$ cat src/rtl/mem_arb_pkg.sv
// Shared types for the memory-port arbiter.
// FSM states, requester ids and the bus width.
package mem_arb_pkg;

  localparam int BUS_W = 32;

  typedef enum logic [1:0] {
    IDLE,
    BUSY,
    RESP
  } state_e;

  typedef enum logic {
    FETCH,
    DATA
  } src_e;

endpackage

$ cat src/rtl/mem_arb_timeout.sv
// Bus-wait watchdog: counts BUSY cycles and flags expiry.
// Only instantiated when ARB_TIMEOUT_EN is defined.
module mem_arb_timeout
  import mem_arb_pkg::*;
#(
  parameter int TIMEOUT_CYCLES = 255
) (
  input  logic clk,
  input  logic rst,
  input  logic clear_i,
  input  logic run_i,
  output logic expired_o
);

  localparam int CW = $clog2(TIMEOUT_CYCLES + 1);

  logic [CW-1:0] cnt_q;

  // Fires on the last permitted BUSY cycle so the drop is registered.
  assign expired_o = run_i &&
    (cnt_q == CW'(TIMEOUT_CYCLES - 1));

  always_ff @(posedge clk or posedge rst) begin
    if (rst) begin
      cnt_q <= '0;
    end else if (clear_i) begin
      cnt_q <= '0;
    end else if (run_i && !expired_o) begin
      cnt_q <= cnt_q + CW'(1);
    end
  end

endmodule

$ cat src/rtl/mem_port_arbiter.sv
// Shares one memory bus port between fetch and data requesters.
// Define ARB_TIMEOUT_EN to abort bus transactions that never ack.
module mem_port_arbiter
  import mem_arb_pkg::*;
#(
  parameter int DATA_STREAK    = 4,
  parameter int TIMEOUT_CYCLES = 255
) (
  input  logic             clk,
  input  logic             rst,
  input  logic             if_req,
  input  logic [BUS_W-1:0] if_addr,
  output logic             if_valid,
  output logic [BUS_W-1:0] if_rdata,
  input  logic             dm_req,
  input  logic             dm_we,
  input  logic [BUS_W-1:0] dm_addr,
  input  logic [BUS_W-1:0] dm_wdata,
  output logic             dm_valid,
  output logic [BUS_W-1:0] dm_rdata,
  output logic             stall_if,
  output logic             stall_mem,
  output logic             bus_req,
  output logic             bus_we,
  output logic [BUS_W-1:0] bus_addr,
  output logic [BUS_W-1:0] bus_wdata,
  input  logic             bus_ack,
  input  logic [BUS_W-1:0] bus_rdata,
  output logic             bus_err
);

  if (DATA_STREAK < 1 || DATA_STREAK > 15 ||
      TIMEOUT_CYCLES < 1) begin : g_bad_cfg
    $error("mem_port_arbiter: bad parameters");
  end

  state_e           state_q;
  src_e             src_q;
  logic [3:0]       streak_q;
  logic             if_valid_q;
  logic             dm_valid_q;
  logic [BUS_W-1:0] if_rdata_q;
  logic [BUS_W-1:0] dm_rdata_q;
  logic             bus_req_q;
  logic             bus_we_q;
  logic [BUS_W-1:0] bus_addr_q;
  logic [BUS_W-1:0] bus_wdata_q;
  logic             bus_err_q;

  logic at_limit;
  logic pick_data;
  logic grant;
  logic expired;

  assign at_limit  = (streak_q == 4'(DATA_STREAK));
  assign pick_data = dm_req && !(if_req && at_limit);
  assign grant     = (state_q == IDLE) &&
                     (if_req || dm_req);

`ifdef ARB_TIMEOUT_EN
  mem_arb_timeout #(
    .TIMEOUT_CYCLES(TIMEOUT_CYCLES)
  ) u_timeout (
    .clk      (clk),
    .rst      (rst),
    .clear_i  (grant),
    .run_i    (state_q == BUSY),
    .expired_o(expired)
  );
`else
  assign expired = 1'b0;
`endif

  always_ff @(posedge clk or posedge rst) begin
    if (rst) begin
      state_q     <= IDLE;
      src_q       <= FETCH;
      streak_q    <= '0;
      if_valid_q  <= 1'b0;
      dm_valid_q  <= 1'b0;
      if_rdata_q  <= '0;
      dm_rdata_q  <= '0;
      bus_req_q   <= 1'b0;
      bus_we_q    <= 1'b0;
      bus_addr_q  <= '0;
      bus_wdata_q <= '0;
      bus_err_q   <= 1'b0;
    end else begin
      if_valid_q <= 1'b0;
      dm_valid_q <= 1'b0;
      bus_err_q  <= 1'b0;
      unique case (state_q)
        IDLE: begin
          if (!if_req) streak_q <= '0;
          if (grant) begin
            bus_req_q <= 1'b1;
            state_q   <= BUSY;
            if (pick_data) begin
              src_q       <= DATA;
              bus_we_q    <= dm_we;
              bus_addr_q  <= dm_addr;
              bus_wdata_q <= dm_wdata;
              // pick_data excludes if_req at the limit.
              if (if_req) streak_q <= streak_q + 4'd1;
            end else begin
              src_q       <= FETCH;
              bus_we_q    <= 1'b0;
              bus_addr_q  <= if_addr;
              bus_wdata_q <= '0;
              streak_q    <= '0;
            end
          end
        end
        BUSY: begin
          if (bus_ack || expired) begin
            bus_req_q <= 1'b0;
            bus_err_q <= !bus_ack;
            state_q   <= RESP;
            if (src_q == DATA) begin
              dm_valid_q <= 1'b1;
              dm_rdata_q <= (bus_ack && !bus_we_q) ?
                            bus_rdata : '0;
            end else begin
              if_valid_q <= 1'b1;
              if_rdata_q <= bus_ack ? bus_rdata : '0;
            end
          end
        end
        RESP: state_q <= IDLE;
        default: state_q <= IDLE;
      endcase
    end
  end

  assign if_valid  = if_valid_q;
  assign dm_valid  = dm_valid_q;
  assign if_rdata  = if_rdata_q;
  assign dm_rdata  = dm_rdata_q;
  assign bus_req   = bus_req_q;
  assign bus_we    = bus_we_q;
  assign bus_addr  = bus_addr_q;
  assign bus_wdata = bus_wdata_q;
  assign bus_err   = bus_err_q;
  assign stall_if  = if_req & ~if_valid_q;
  assign stall_mem = dm_req & ~dm_valid_q;

endmodule
$ cat config.mk
export PLATFORM = sky130hd
export DESIGN_NAME = mem_port_arbiter
export DESIGN_NICKNAME = d
export VERILOG_FILES = /design/src/rtl/mem_arb_pkg.sv /design/src/rtl/mem_arb_timeout.sv /design/src/rtl/mem_port_arbiter.sv
export SDC_FILE = /design/constraint.sdc
export NUM_CORES = 1
export LEC_CHECK = 0
export ABC_CLOCK_PERIOD_IN_PS = 5900
export CORE_MARGIN = 1.5
export CORE_UTILIZATION = 42
export DETAILED_ROUTE_END_ITERATION = 10
export HOLD_SLACK_MARGIN = 0.03
export PLACE_DENSITY = 0.78
export SETUP_SLACK_MARGIN = 0.4
export SYNTH_ARGS = -nofsm -noshare
export SYNTH_HDL_FRONTEND = slang
export SYNTH_SLANG_ARGS = --single-unit
$ cat constraint.sdc
create_clock -name clk -period 5.9 [get_ports clk]
set_clock_uncertainty 0.05 [all_clocks]
set_input_delay 1.18 -clock clk [delete_from_list [all_inputs] [get_ports clk]]
set_output_delay 1.18 -clock clk [all_outputs]
set_load 0.05 [all_outputs]
# After elaboration in Yosys (flattened, before gate mapping)
# Cells that the tools add are included.
# classes
n_addsub	1
eq_ne	4
n_mux	23
n_bitwise	5
n_reduce_logical	15
# ops
op	n
$mux 32	3
$mux 4	4
$mux 1	12
$reduce_and 3->1	3
$add 4x1->4 const B	1
$eq 4x3->1 const B	1
$logic_and 1x1->1	4
$mux 2	2
$ne 2x2->1 const B	2
$pmux 2 s2	1
$reduce_and 2->1	2
$logic_not 1->1	3
$not 1->1	3
$and 1x1->1	2
$eq 2x1->1 const B	1
$logic_not 2->1	1
$pmux 1 s2	1
$reduce_bool 2->1	1
$logic_or 1x1->1	1
# word_totals
ff_bits	140
inputBits	134
output_inout_bits	135

# Longest topological paths before layout
# Gate-level depths: netlist (run 1).
# logic_depth
ltp_word	6
mapped_depth	7
depth_no_buf	5

# Least setup slack after synthesis (run 1)
# Ideal clock, no wire load.
# synth_path
path_kind	input port to output port
start	input dm_req
end	output stall_mem
t_arrival_ps	1995
required_time_ps	4670
slack_ps	2675
stages	2
n_path_buf	1
path_cell_list	buf_6 > nor2b_1
# synth_via
elab_chain_cells	1
# synth_rtl
item	line_no	rtl
start: declaration	mem_port_arbiter.sv:15	input logic dm_req,
$and 1x1->1	mem_port_arbiter.sv:145	assign stall_mem = dm_req & ~dm_valid_q;
end: declaration	mem_port_arbiter.sv:22	output logic stall_mem,
# Every way passes these cells.

# Worst setup path in the final report (run 1)
# layout_path
start	input if_req
end	output stall_if
# layout_via
elab_chain_cells	1
# layout_rtl
item	line_no	rtl
start: declaration	mem_port_arbiter.sv:11	input logic if_req,
$and 1x1->1	mem_port_arbiter.sv:144	assign stall_if = if_req & ~if_valid_q;
end: declaration	mem_port_arbiter.sv:21	output logic stall_if,
# Every way passes these cells.

==> results of run 1 <==
-- synth_stat cells (all sizes together) --
| cell type | instances | share of area (%) |
|---|---|---|
| nor2b | 3 | 0.31 |
| nand3b | 1 | 0.12 |
| nor3 | 1 | 0.083 |
| or2 | 2 | 0.21 |
| and2 | 3 | 0.35 |
| nand4 | 33 | 3.4 |
| dfrtp | 139 | 58 |
| mux2 | 32 | 6.0 |
| o221ai | 32 | 7.7 |
| a21o | 1 | 0.12 |
| and3 | 1 | 0.10 |
| mux2i | 1 | 0.17 |
| inv | 38 | 2.4 |
| o22ai | 1 | 0.10 |
| nand2 | 73 | 4.6 |
| nand4b | 2 | 0.39 |
| nor2 | 2 | 0.29 |
| a22o | 33 | 4.8 |
| ha | 2 | 0.41 |
| clkbuf | 21 | 1.3 |
| nand3 | 33 | 2.7 |
| o21ai | 36 | 3.0 |
| nand2b | 1 | 0.10 |
| conb | 1 | 0.062 |
| o311ai | 1 | 0.15 |
| buf | 27 | 3.5 |
-- report_power, final --
| group | switching, mW | total (mW) | internal (mW) |
|---|---|---|---|
| Clock | 0.418 | 1.01 | 0.595 |
| Combinational | 2.29 | 3.47 | 1.18 |
| Sequential | 0.262 | 1.66 | 1.39 |
-- how the worst min path moves through the flow --
| stage | startpoint | end | slack, ns |
|---|---|---|---|
| after global routing | if_rdata[21]$_DFFE_PP0P_ | if_rdata[21]$_DFFE_PP0P_ | 0.45 |
| after detailed placement | bus_req$_DFFE_PP0P_ | bus_req$_DFFE_PP0P_ | 0.42 |
| after global placement | dm_rdata[22]$_DFFE_PP0P_ | dm_rdata[22]$_DFFE_PP0P_ | 0.42 |
| final | dm_rdata[11]$_DFFE_PP0P_ | dm_rdata[11]$_DFFE_PP0P_ | 0.43 |
| after CTS | dm_rdata[11]$_DFFE_PP0P_ | dm_rdata[11]$_DFFE_PP0P_ | 0.44 |
| after floorplan | src_q$_DFFE_PP0P_ | src_q$_DFFE_PP0P_ | 0.44 |
-- flip-flops by register name, indices dropped and copies added (netlist names) --
signal     cells
bus_wdata     32
src_q          1
state_q        2
streak_q       4
bus_req        1
dm_rdata      32
if_valid       1
dm_valid       1
bus_addr      32
if_rdata      32
bus_we         1
-- metrics by stage --
| step | util [%] | cell area [um^2] | hold slack, ns | std cells |
|---|---|---|---|---|
| 6_report | 66.5 | 9270 | 0.429 | 957 |
| 5_1_grt | 66.5 | 9270 | 0.453 | 957 |
| 4_1_cts | 66.5 | 9270 | 0.437 | 957 |
| 3_5_place_dp | 62.5 | 8700 | 0.423 | 925 |
| 3_3_place_gp | 62.5 | 8700 | 0.416 | 925 |
| 2_1_floorplan | - | 6040 | 0.442 | 520 |
-- area by class of cell --
type                       instances  area (um^2)
inverter                          38          148
clock inverter                    12          115
multi-input combinational        295         2130
timing repair buffer             273         2720
fill                            1066         4670
clock buffer                      20          447
tap                              180          225
sequential                       139         3480
-- placed cells by master, fill, tap and decap left out, types with 2 or more instances in the layout --
| cell type | n |
|---|---|
| clkdlybuf4s50_1 | 267 |
| dfrtp_1 | 139 |
| nand2_1 | 72 |
| inv_1 | 36 |
| o21ai_1 | 35 |
| a22o_1 | 33 |
| nand3_1 | 33 |
| nand4_1 | 33 |
| mux2_1 | 32 |
| o221ai_2 | 30 |
| clkbuf_16 | 17 |
| buf_4 | 6 |
| inv_6 | 4 |
| clkinvlp_4 | 3 |
| clkinv_4 | 3 |
| nor2_4 | 2 |
| o221ai_1 | 2 |
| nor2b_1 | 2 |
| ha_1 | 2 |
| clkinv_2 | 2 |
| clkbuf_1 | 2 |
-- worst register-to-register path, stage by stage, from the launching register on --
cell	delay [ns]
dfrtp_1	0.41
inv_1	0.09
ha_1	0.18
nand4b_2	0.69
and3_1	0.94
a22o_1	0.45
-- logic make-up after synthesis --
family	after synthesis
compound gates	104
fa+ha+maj	2
buf+inv	86
flops	139
mux	33
other cells	1
simple gates	155
-- layer usage --
metal	global-route usage (%)	routed length, um	vias to the layer above
met5	0	0	-
met4	8.36	287	0
met3	10.9	2100	19
met2	38.3	8430	244
met1	26.9	6750	2458
li1	-	-	2341
==> flow_summary_export.csv, run 1 <==
group,metric,value,unit
clock_tree,post_cts_resized,0,
floorplanning,initial_core_util,43.3,%
global_route,grt_start_max_net_pins,105,
finish,area_delta_synth_final,53.4,%
yosys,synth_seq_cells,139,
global_route,overflow,0,
setup_path,cp.depth,3,
clock_tree,clk_latency,0.41,ns
yosys,synth_area_per_cell,11.6,um^2
clock_tree,cts_root_buf,"clkbuf_16",
detailed_routing,drt-total-wl,17600,um
floorplanning,num_rows,43,
min_path,hold_class,"reg2reg",
sta,fin_crit_sh,68.7,%
sta,relSlewSlack,14.9,%
sta,setup_viol,0,
placed_design,port_buffers,267,
floorplanning,die_area,0.0151,mm^2
yosys,synth_top_family_by_area,"compound AO/OA/AOI/OAI gates",
outcome,outcome,"completed",
yosys,mappedNetlistNets,656,
detailed_routing,vias,5062,
setup_path,crit_chain,"clkdlybuf4s50_1, nor2b_1, clkdlybuf4s50_1",
detailed_routing,wl_per_cell,18.4,um
sta,fmax,0.247,GHz
yosys,synth_warnings,0,
setup_path,end_kind,"output port",
yosys,synthSimpleGateAreaFrac,12.7,%
floorplanning,die_h,123,um
yosys,ys_types,36,
clock_tree,ctsHoldBuffers,0,
detailed_routing,drt_first_iter_violations,273,
setup_path,required,4.67,ns
clock_tree,numCtsBuffers,17,
pwr,max-vdd-ir-drop,448,uV
yosys,synth.area.mux_share,6.13,%
sta,finalHoldViolCount,0,
sta,tightest_slew,1.28,ns
setup_path,reg2reg_slack,2.98,ns
setup_path,crit_start,"if_req",
clock_tree,cts-htree-levels,4,
finish,fin_nets,900,
pwr,power_leakage,3.90,nW
finish,antenna_cells,0,
yosys,synth_compound_area_share,15.9,%
yosys,synthCells,520,
setup_path,worstSetupPathType,"in2out",
setup_path,r2r-end,"bus_wdata[13]$_DFFE_PP0P_",
clock_tree,post-cts-setup-buffers,0,
yosys,syn_area,0.00604,mm^2
job,cap_viol_max_count,0,
setup_path,critPathLaunchType,"input pin",
detailed_routing,dr.pass1.iters,4,
clock_tree,cts_tree,"done",
floorplanning,core-area,0.0139,mm^2
setup_path,worstPathArrival,2.82,ns
placed_design,dp_worst_setup_slack,1.83,ns
yosys,synthAdderAreaFrac,0.414,%
setup_path,cp_slowest_cell,"clkdlybuf4s50_1",
setup_path,path_delay_family,"buffers and inverters",
clock_tree,clockBufferDepth,2,
placed_design,dpl.hpwl,12300,um
detailed_routing,drc,0,
sta,final_max_slew_viol_count,0,
floorplanning,die_w,123,um
setup_path,cp_slowest_stage_delay,0.84,ns
min_path,hold_path_depth,2,
finish,drive_above_1_share,9.78,%
clock_tree,clock_sinks,139,
sta,finalWorstSetupSlack,1.85,ns
global_route,antenna_found_initial,0,
sta,rsz0062_at_grt,"no",
floorplanning,pin_count,269,
sta,finalCriticalPeriod,4.05,ns
detailed_routing,via_per_inst,5.29,
setup_path,cp_max_fo,4,
setup_path,r2r_start,"streak_q[0]$_DFFE_PP0N_",
pwr,powerDensity,663,mW/mm^2
setup_path,crit_top_cell,"clkdlybuf4s50_1",
placed_design,place.gp.congestion,0.806,
yosys,yosysSeqAreaShare,57.6,%
setup_path,crit_path_end,"stall_if",
setup_path,r2r_cells,5,
setup_path,crit_buf_inv,2,
pwr,finalPower,6.14,mW
sta,finalSetupTns,0,ns
clock_tree,clk_pin_slew,0.06,ns
global_route,grt_pass1_wl,26700,um
detailed_routing,postRouteAntennaNets,0,
global_route,grt_use_total,23.4,%
global_route,grt_pass1_vias,5152,
yosys,synthXorXnorAreaFrac,0,%
No activity file was read; power rests on OpenSTA's default activity.
==> run 2: changes to the inputs <==
ABC_CLOCK_PERIOD_IN_PS = 4100   (was 5900)
clock period = 4.1 ns   (was 5.9 ns; I/O delays follow)
==> flow_summary_export.csv, run 2 (same netlist as run 1, synthesis figures left out) <==
group,metric,value,unit
global_route,grt_start_max_net_pins,66,
setup_path,required,3.23,ns
setup_path,reg2reg_slack,1.85,ns
finish,drive_above_1_share,10.7,%
clock_tree,ctsHoldBuffers,0,
setup_path,cp_slowest_stage_delay,0.82,ns
setup_path,worstSetupPathType,"in2out",
sta,fmax,0.309,GHz
detailed_routing,via_per_inst,5.25,
setup_path,r2r_cells,5,
floorplanning,initial_core_util,43.3,%
clock_tree,clk_pin_slew,0.06,ns
job,cap_viol_max_count,0,
global_route,grt_pass1_vias,5205,
detailed_routing,drc,0,
clock_tree,cts_root_buf,"clkbuf_16",
floorplanning,pin_count,269,
global_route,grt_use_total,23.6,%
min_path,hold_class,"reg2reg",
floorplanning,die_area,0.0151,mm^2
sta,final_max_slew_viol_count,0,
clock_tree,numCtsBuffers,17,
setup_path,critPathLaunchType,"input pin",
finish,multi_input_area,0.00213,mm^2
min_path,hold_path_depth,2,
clock_tree,clockBufferDepth,2,
sta,rsz0062_at_grt,"no",
floorplanning,die_w,123,um
setup_path,path_delay_family,"buffers and inverters",
detailed_routing,drt_first_iter_violations,335,
clock_tree,post_cts_resized,0,
setup_path,worstPathArrival,2.36,ns
finish,final_common_cell,"clkdlybuf4s50_1",
finish,final_cell_mix,"clkdlybuf4s50_1, dfrtp_1, nand2_1",
floorplanning,core-area,0.0139,mm^2
finish,fin_nets,905,
placed_design,dp_worst_setup_slack,0.886,ns
setup_path,crit_top_cell,"clkdlybuf4s50_1",
placed_design,place.gp.congestion,0.789,
pwr,powerDensity,968,mW/mm^2
sta,tightest_slew,0.973,ns
pwr,max-vdd-ir-drop,618,uV
sta,finalHoldViolCount,0,
clock_tree,post-cts-setup-buffers,0,
detailed_routing,vias,5048,
floorplanning,die_h,123,um
floorplanning,num_rows,43,
detailed_routing,wl_per_cell,18.4,um
pwr,power_leakage,3.99,nW
setup_path,crit_chain,"clkdlybuf4s50_1, nor2b_1, clkdlybuf4s50_1",
setup_path,r2r_start,"streak_q[0]$_DFFE_PP0N_",
finish,antenna_cells,0,
setup_path,r2r-end,"bus_addr[30]$_DFFE_PP0P_",
clock_tree,clk_latency,0.41,ns
setup_path,cp_slowest_cell,"clkdlybuf4s50_1",
global_route,grt_pass1_wl,27300,um
sta,finalCriticalPeriod,3.23,ns
clock_tree,clock_sinks,139,
finish,layout.area.seq,0.00348,mm^2
outcome,outcome,"completed",
sta,relSlewSlack,35.0,%
sta,fin_crit_sh,78.9,%
global_route,overflow,0,
sta,finalWorstSetupSlack,0.866,ns
sta,setup_viol,0,
detailed_routing,drt-total-wl,17700,um
setup_path,end_kind,"output port",
setup_path,cp_max_fo,4,
clock_tree,cts_tree,"done",
min_path,min_from,"bus_req$_DFFE_PP0P_",
detailed_routing,dr.pass1.iters,5,
min_path,hold_end,"bus_req$_DFFE_PP0P_",
global_route,antenna_found_initial,0,
placed_design,port_buffers,267,
sta,finalSetupTns,0,ns
sta,holdWs,0.424,ns
clock_tree,cts-htree-levels,4,
finish,area_delta_synth_final,56.1,%
setup_path,cp.depth,3,
detailed_routing,postRouteAntennaNets,0,
placed_design,dpl.hpwl,12600,um
setup_path,crit_buf_inv,2,
finish,fillerInstances,1026,
[run 2: cell count changes in the layout (fill, tap and decap cells not counted)]
cell             previous run  this run
clkinv_4                    3         1
clkbuf_8                    1         2
clkinvlp_4                  3         2
bufinv_16                   1         5
clkbuf_1                    2         0
clkdlybuf4s50_1           267       266
buf_4                       6        10
buf_12                      0         2
[run 2: area by class of cell]
cell class / count / share of cell area, %
Tap cell: 180 / 2.39
Sequential cell: 139 / 36.9
Clock buffer: 19 / 4.80
Timing Repair Buffer: 278 / 29.5
Clock inverter: 13 / 2.24
Inverter: 38 / 1.55
Multi-Input combinational cell: 295 / 22.6
[run 2: worst max path at each step]
stage / start / endpoint / slack, ns
2_1_floorplan: rst / bus_addr[0]$_DFFE_PP0P_ / 1.49
3_3_place_gp: if_req / stall_if / 0.86
3_5_place_dp: if_req / stall_if / 0.89
4_1_cts: if_req / stall_if / 0.86
5_1_grt: if_req / stall_if / 0.81
6_report: if_req / stall_if / 0.87
[run 2: tightest hold or removal path, cell delays in order, from the launching register on]
cell	delay, ns
dfrtp_1	0.34
nand2_1	0.05
nand2_1	0.05
[run 2: metal layers]
layer / wire, um / part of all wire (%) / vias up / global-route usage, %
met5: 0 / 0 / - / 0
met4: 191 / 1.1 / 0 / 8.28
met3: 1810 / 10 / 16 / 8.72
met2: 8880 / 50 / 221 / 40.0
met1: 6850 / 39 / 2468 / 27.6
li1: - / - / 2343 / -
[run 2: through the flow]
step | std cells | total power, mW | util (%) | area, um^2
after floorplan | 520 | 5.77 | - | 6040
after global placement | 930 | 7.31 | 62.9 | 8760
after detailed placement | 930 | 7.43 | 62.9 | 8760
after CTS | 962 | 9.20 | 67.6 | 9430
after global routing | 962 | 9.53 | 67.6 | 9430
final | 962 | 9.12 | 67.6 | 9430
[run 2: power by group]
group / total (mW) / internal, mW / switching [mW] / leakage, nW
Clock: 1.73 / 1.12 / 0.607 / 0.325
Combinational: 5.02 / 1.71 / 3.31 / 1.92
Sequential: 2.38 / 2.01 / 0.373 / 1.75
==> run 3: changes to the inputs <==
ABC_CLOCK_PERIOD_IN_PS = 3070   (was 4100)
clock period = 3.07 ns   (was 4.1 ns; I/O delays follow)
==> flow_summary_export.csv, run 3 (same netlist as run 1, synthesis figures left out) <==
group,metric,value,unit
finish,fin_nets,905,
setup_path,reg2reg_slack,0.76,ns
sta,finalSetupTns,0,ns
placed_design,dpl.cell_count,930,
sta,holdWs,0.430,ns
sta,fin_crit_sh,79.8,%
clock_tree,clock_sinks,139,
setup_path,cp.depth,3,
finish,layout.cells.non_filler,962,
detailed_routing,vias,5110,
global_route,grt_pass1_vias,5244,
detailed_routing,drt-total-wl,17700,um
clock_tree,clk_latency,0.41,ns
placed_design,port_buffers,267,
global_route,overflow,0,
setup_path,cp_max_fo,9,
clock_tree,cts_root_buf,"clkbuf_16",
clock_tree,ctsHoldBuffers,0,
sta,rsz0062_at_grt,"no",
global_route,grt_pass1_wl,27000,um
setup_path,required,2.41,ns
setup_path,r2r-end,"bus_wdata[10]$_DFFE_PP0P_",
clock_tree,clockBufferDepth,2,
sta,setup_viol,0,
finish,area_delta_synth_final,55.6,%
detailed_routing,via_per_inst,5.31,
floorplanning,core-area,0.0139,mm^2
detailed_routing,drc,0,
setup_path,end_kind,"output port",
placed_design,placed_cell_area,0.00876,mm^2
setup_path,cp_slowest_stage_delay,0.64,ns
pwr,max-vdd-ir-drop,692,uV
detailed_routing,dr.pass1.iters,6,
finish,drive_above_1_share,10.7,%
finish,fillerInstances,1038,
finish,antenna_cells,0,
finish,final_common_cell,"clkdlybuf4s50_1",
detailed_routing,drt_first_iter_violations,339,
setup_path,crit_buf_inv,2,
setup_path,worstSetupPathType,"in2out",
placed_design,dpl.hpwl,12400,um
sta,relSlewSlack,13.5,%
setup_path,path_delay_family,"buffers and inverters",
sta,final_max_slew_viol_count,0,
setup_path,crit_path_end,"stall_mem",
setup_path,cp_slowest_cell,"clkdlybuf4s50_1",
sta,tightest_slew,1.30,ns
setup_path,critPathLaunchType,"input pin",
pwr,power_leakage,3.97,nW
sta,finalCriticalPeriod,2.45,ns
clock_tree,numCtsBuffers,17,
clock_tree,post-cts-setup-buffers,0,
floorplanning,die_w,123,um
finish,design_area,0.00939,mm^2
job,cap_viol_max_count,0,
setup_path,crit_chain,"clkdlybuf4s50_1, nor2b_1, buf_12",
sta,fmax,0.408,GHz
clock_tree,clk_pin_slew,0.06,ns
floorplanning,die_h,123,um
global_route,antenna_found_initial,0,
clock_tree,cts-htree-levels,4,
outcome,outcome,"completed",
min_path,hold_class,"reg2reg",
floorplanning,num_rows,43,
clock_tree,post_cts_resized,0,
global_route,grt_use_total,23.5,%
floorplanning,pin_count,269,
detailed_routing,postRouteAntennaNets,0,
setup_path,r2r_cells,4,
sta,finalHoldViolCount,0,
clock_tree,cts_tree,"done",
floorplanning,die_area,0.0151,mm^2
placed_design,place.gp.congestion,0.820,
global_route,grt_start_max_net_pins,77,
setup_path,worstPathArrival,1.79,ns
setup_path,r2r_start,"state_q[0]$_DFFE_PP0P_",
setup_path,crit_start,"dm_req",
finish,final_cell_mix,"clkdlybuf4s50_1, dfrtp_1, nand2_1",
pwr,powerDensity,1290,mW/mm^2
detailed_routing,wl_per_cell,18.4,um
floorplanning,initial_core_util,43.3,%
## run 3: changes by cell type in the layout (fill, tap and decap cells not counted), sizes merged
| cell | previous run | this run |
|---|---|---|
| buf | 12 | 13 |
| clkinv | 3 | 5 |
| bufinv | 5 | 4 |
| clkdlybuf4s50 | 266 | 265 |
| inv | 41 | 40 |
## run 3: stage by stage
step,power (mW),util (%),worst slack (ns)
global route,12.6,67.4,0.533
global placement,9.76,62.9,0.384
floorplan,7.70,-,0.671
finish,12.1,67.4,0.619
detailed placement,9.92,62.9,0.276
CTS,12.2,67.4,0.624
## run 3: worst min-delay path by stage
| stage | startpoint | endpoint | slack (ns) | cells after the start |
|---|---|---|---|---|
| final | bus_req$_DFFE_PP0P_ | bus_req$_DFFE_PP0P_ | 0.43 | 2 |
| after global routing | if_rdata[11]$_DFFE_PP0P_ | if_rdata[11]$_DFFE_PP0P_ | 0.46 | 1 |
| after CTS | bus_req$_DFFE_PP0P_ | bus_req$_DFFE_PP0P_ | 0.43 | 2 |
| after detailed placement | bus_req$_DFFE_PP0P_ | bus_req$_DFFE_PP0P_ | 0.42 | 2 |
| after global placement | dm_rdata[15]$_DFFE_PP0P_ | dm_rdata[15]$_DFFE_PP0P_ | 0.42 | 2 |
| after floorplan | src_q$_DFFE_PP0P_ | src_q$_DFFE_PP0P_ | 0.44 | 1 |
## run 3: report_power, final
| part | leakage (nW) | internal, mW | switching (mW) | total, mW |
|---|---|---|---|---|
| Sequential | 1.75 | 2.68 | 0.510 | 3.19 |
| Combinational | 1.92 | 2.28 | 4.42 | 6.70 |
| Clock | 0.308 | 1.39 | 0.793 | 2.18 |
## run 3: layer usage
| metal | vias up | track usage, % | routed length (um) |
|---|---|---|---|
| met5 | - | 0 | 0 |
| met4 | 0 | 8.65 | 383 |
| met3 | 33 | 8.26 | 1750 |
| met2 | 236 | 39.9 | 8680 |
| met1 | 2494 | 27.3 | 6930 |
| li1 | 2347 | - | - |
## run 3: worst min-delay path: stages (launching register included)
cell     delay [ns]
dfrtp_1        0.34
nand2_1        0.05
nand2_1        0.05
## run 3: layout make-up
type | count | area (um^2) | share of cell area [%]
well taps | 180 | 225 | 2.40
inverters | 38 | 146 | 1.56
repair buffers | 278 | 2780 | 29.5
clock inverters | 13 | 190 | 2.02
flip-flops and latches | 139 | 3480 | 37.0
clock buffers | 19 | 443 | 4.72
multi-input cells | 295 | 2130 | 22.7
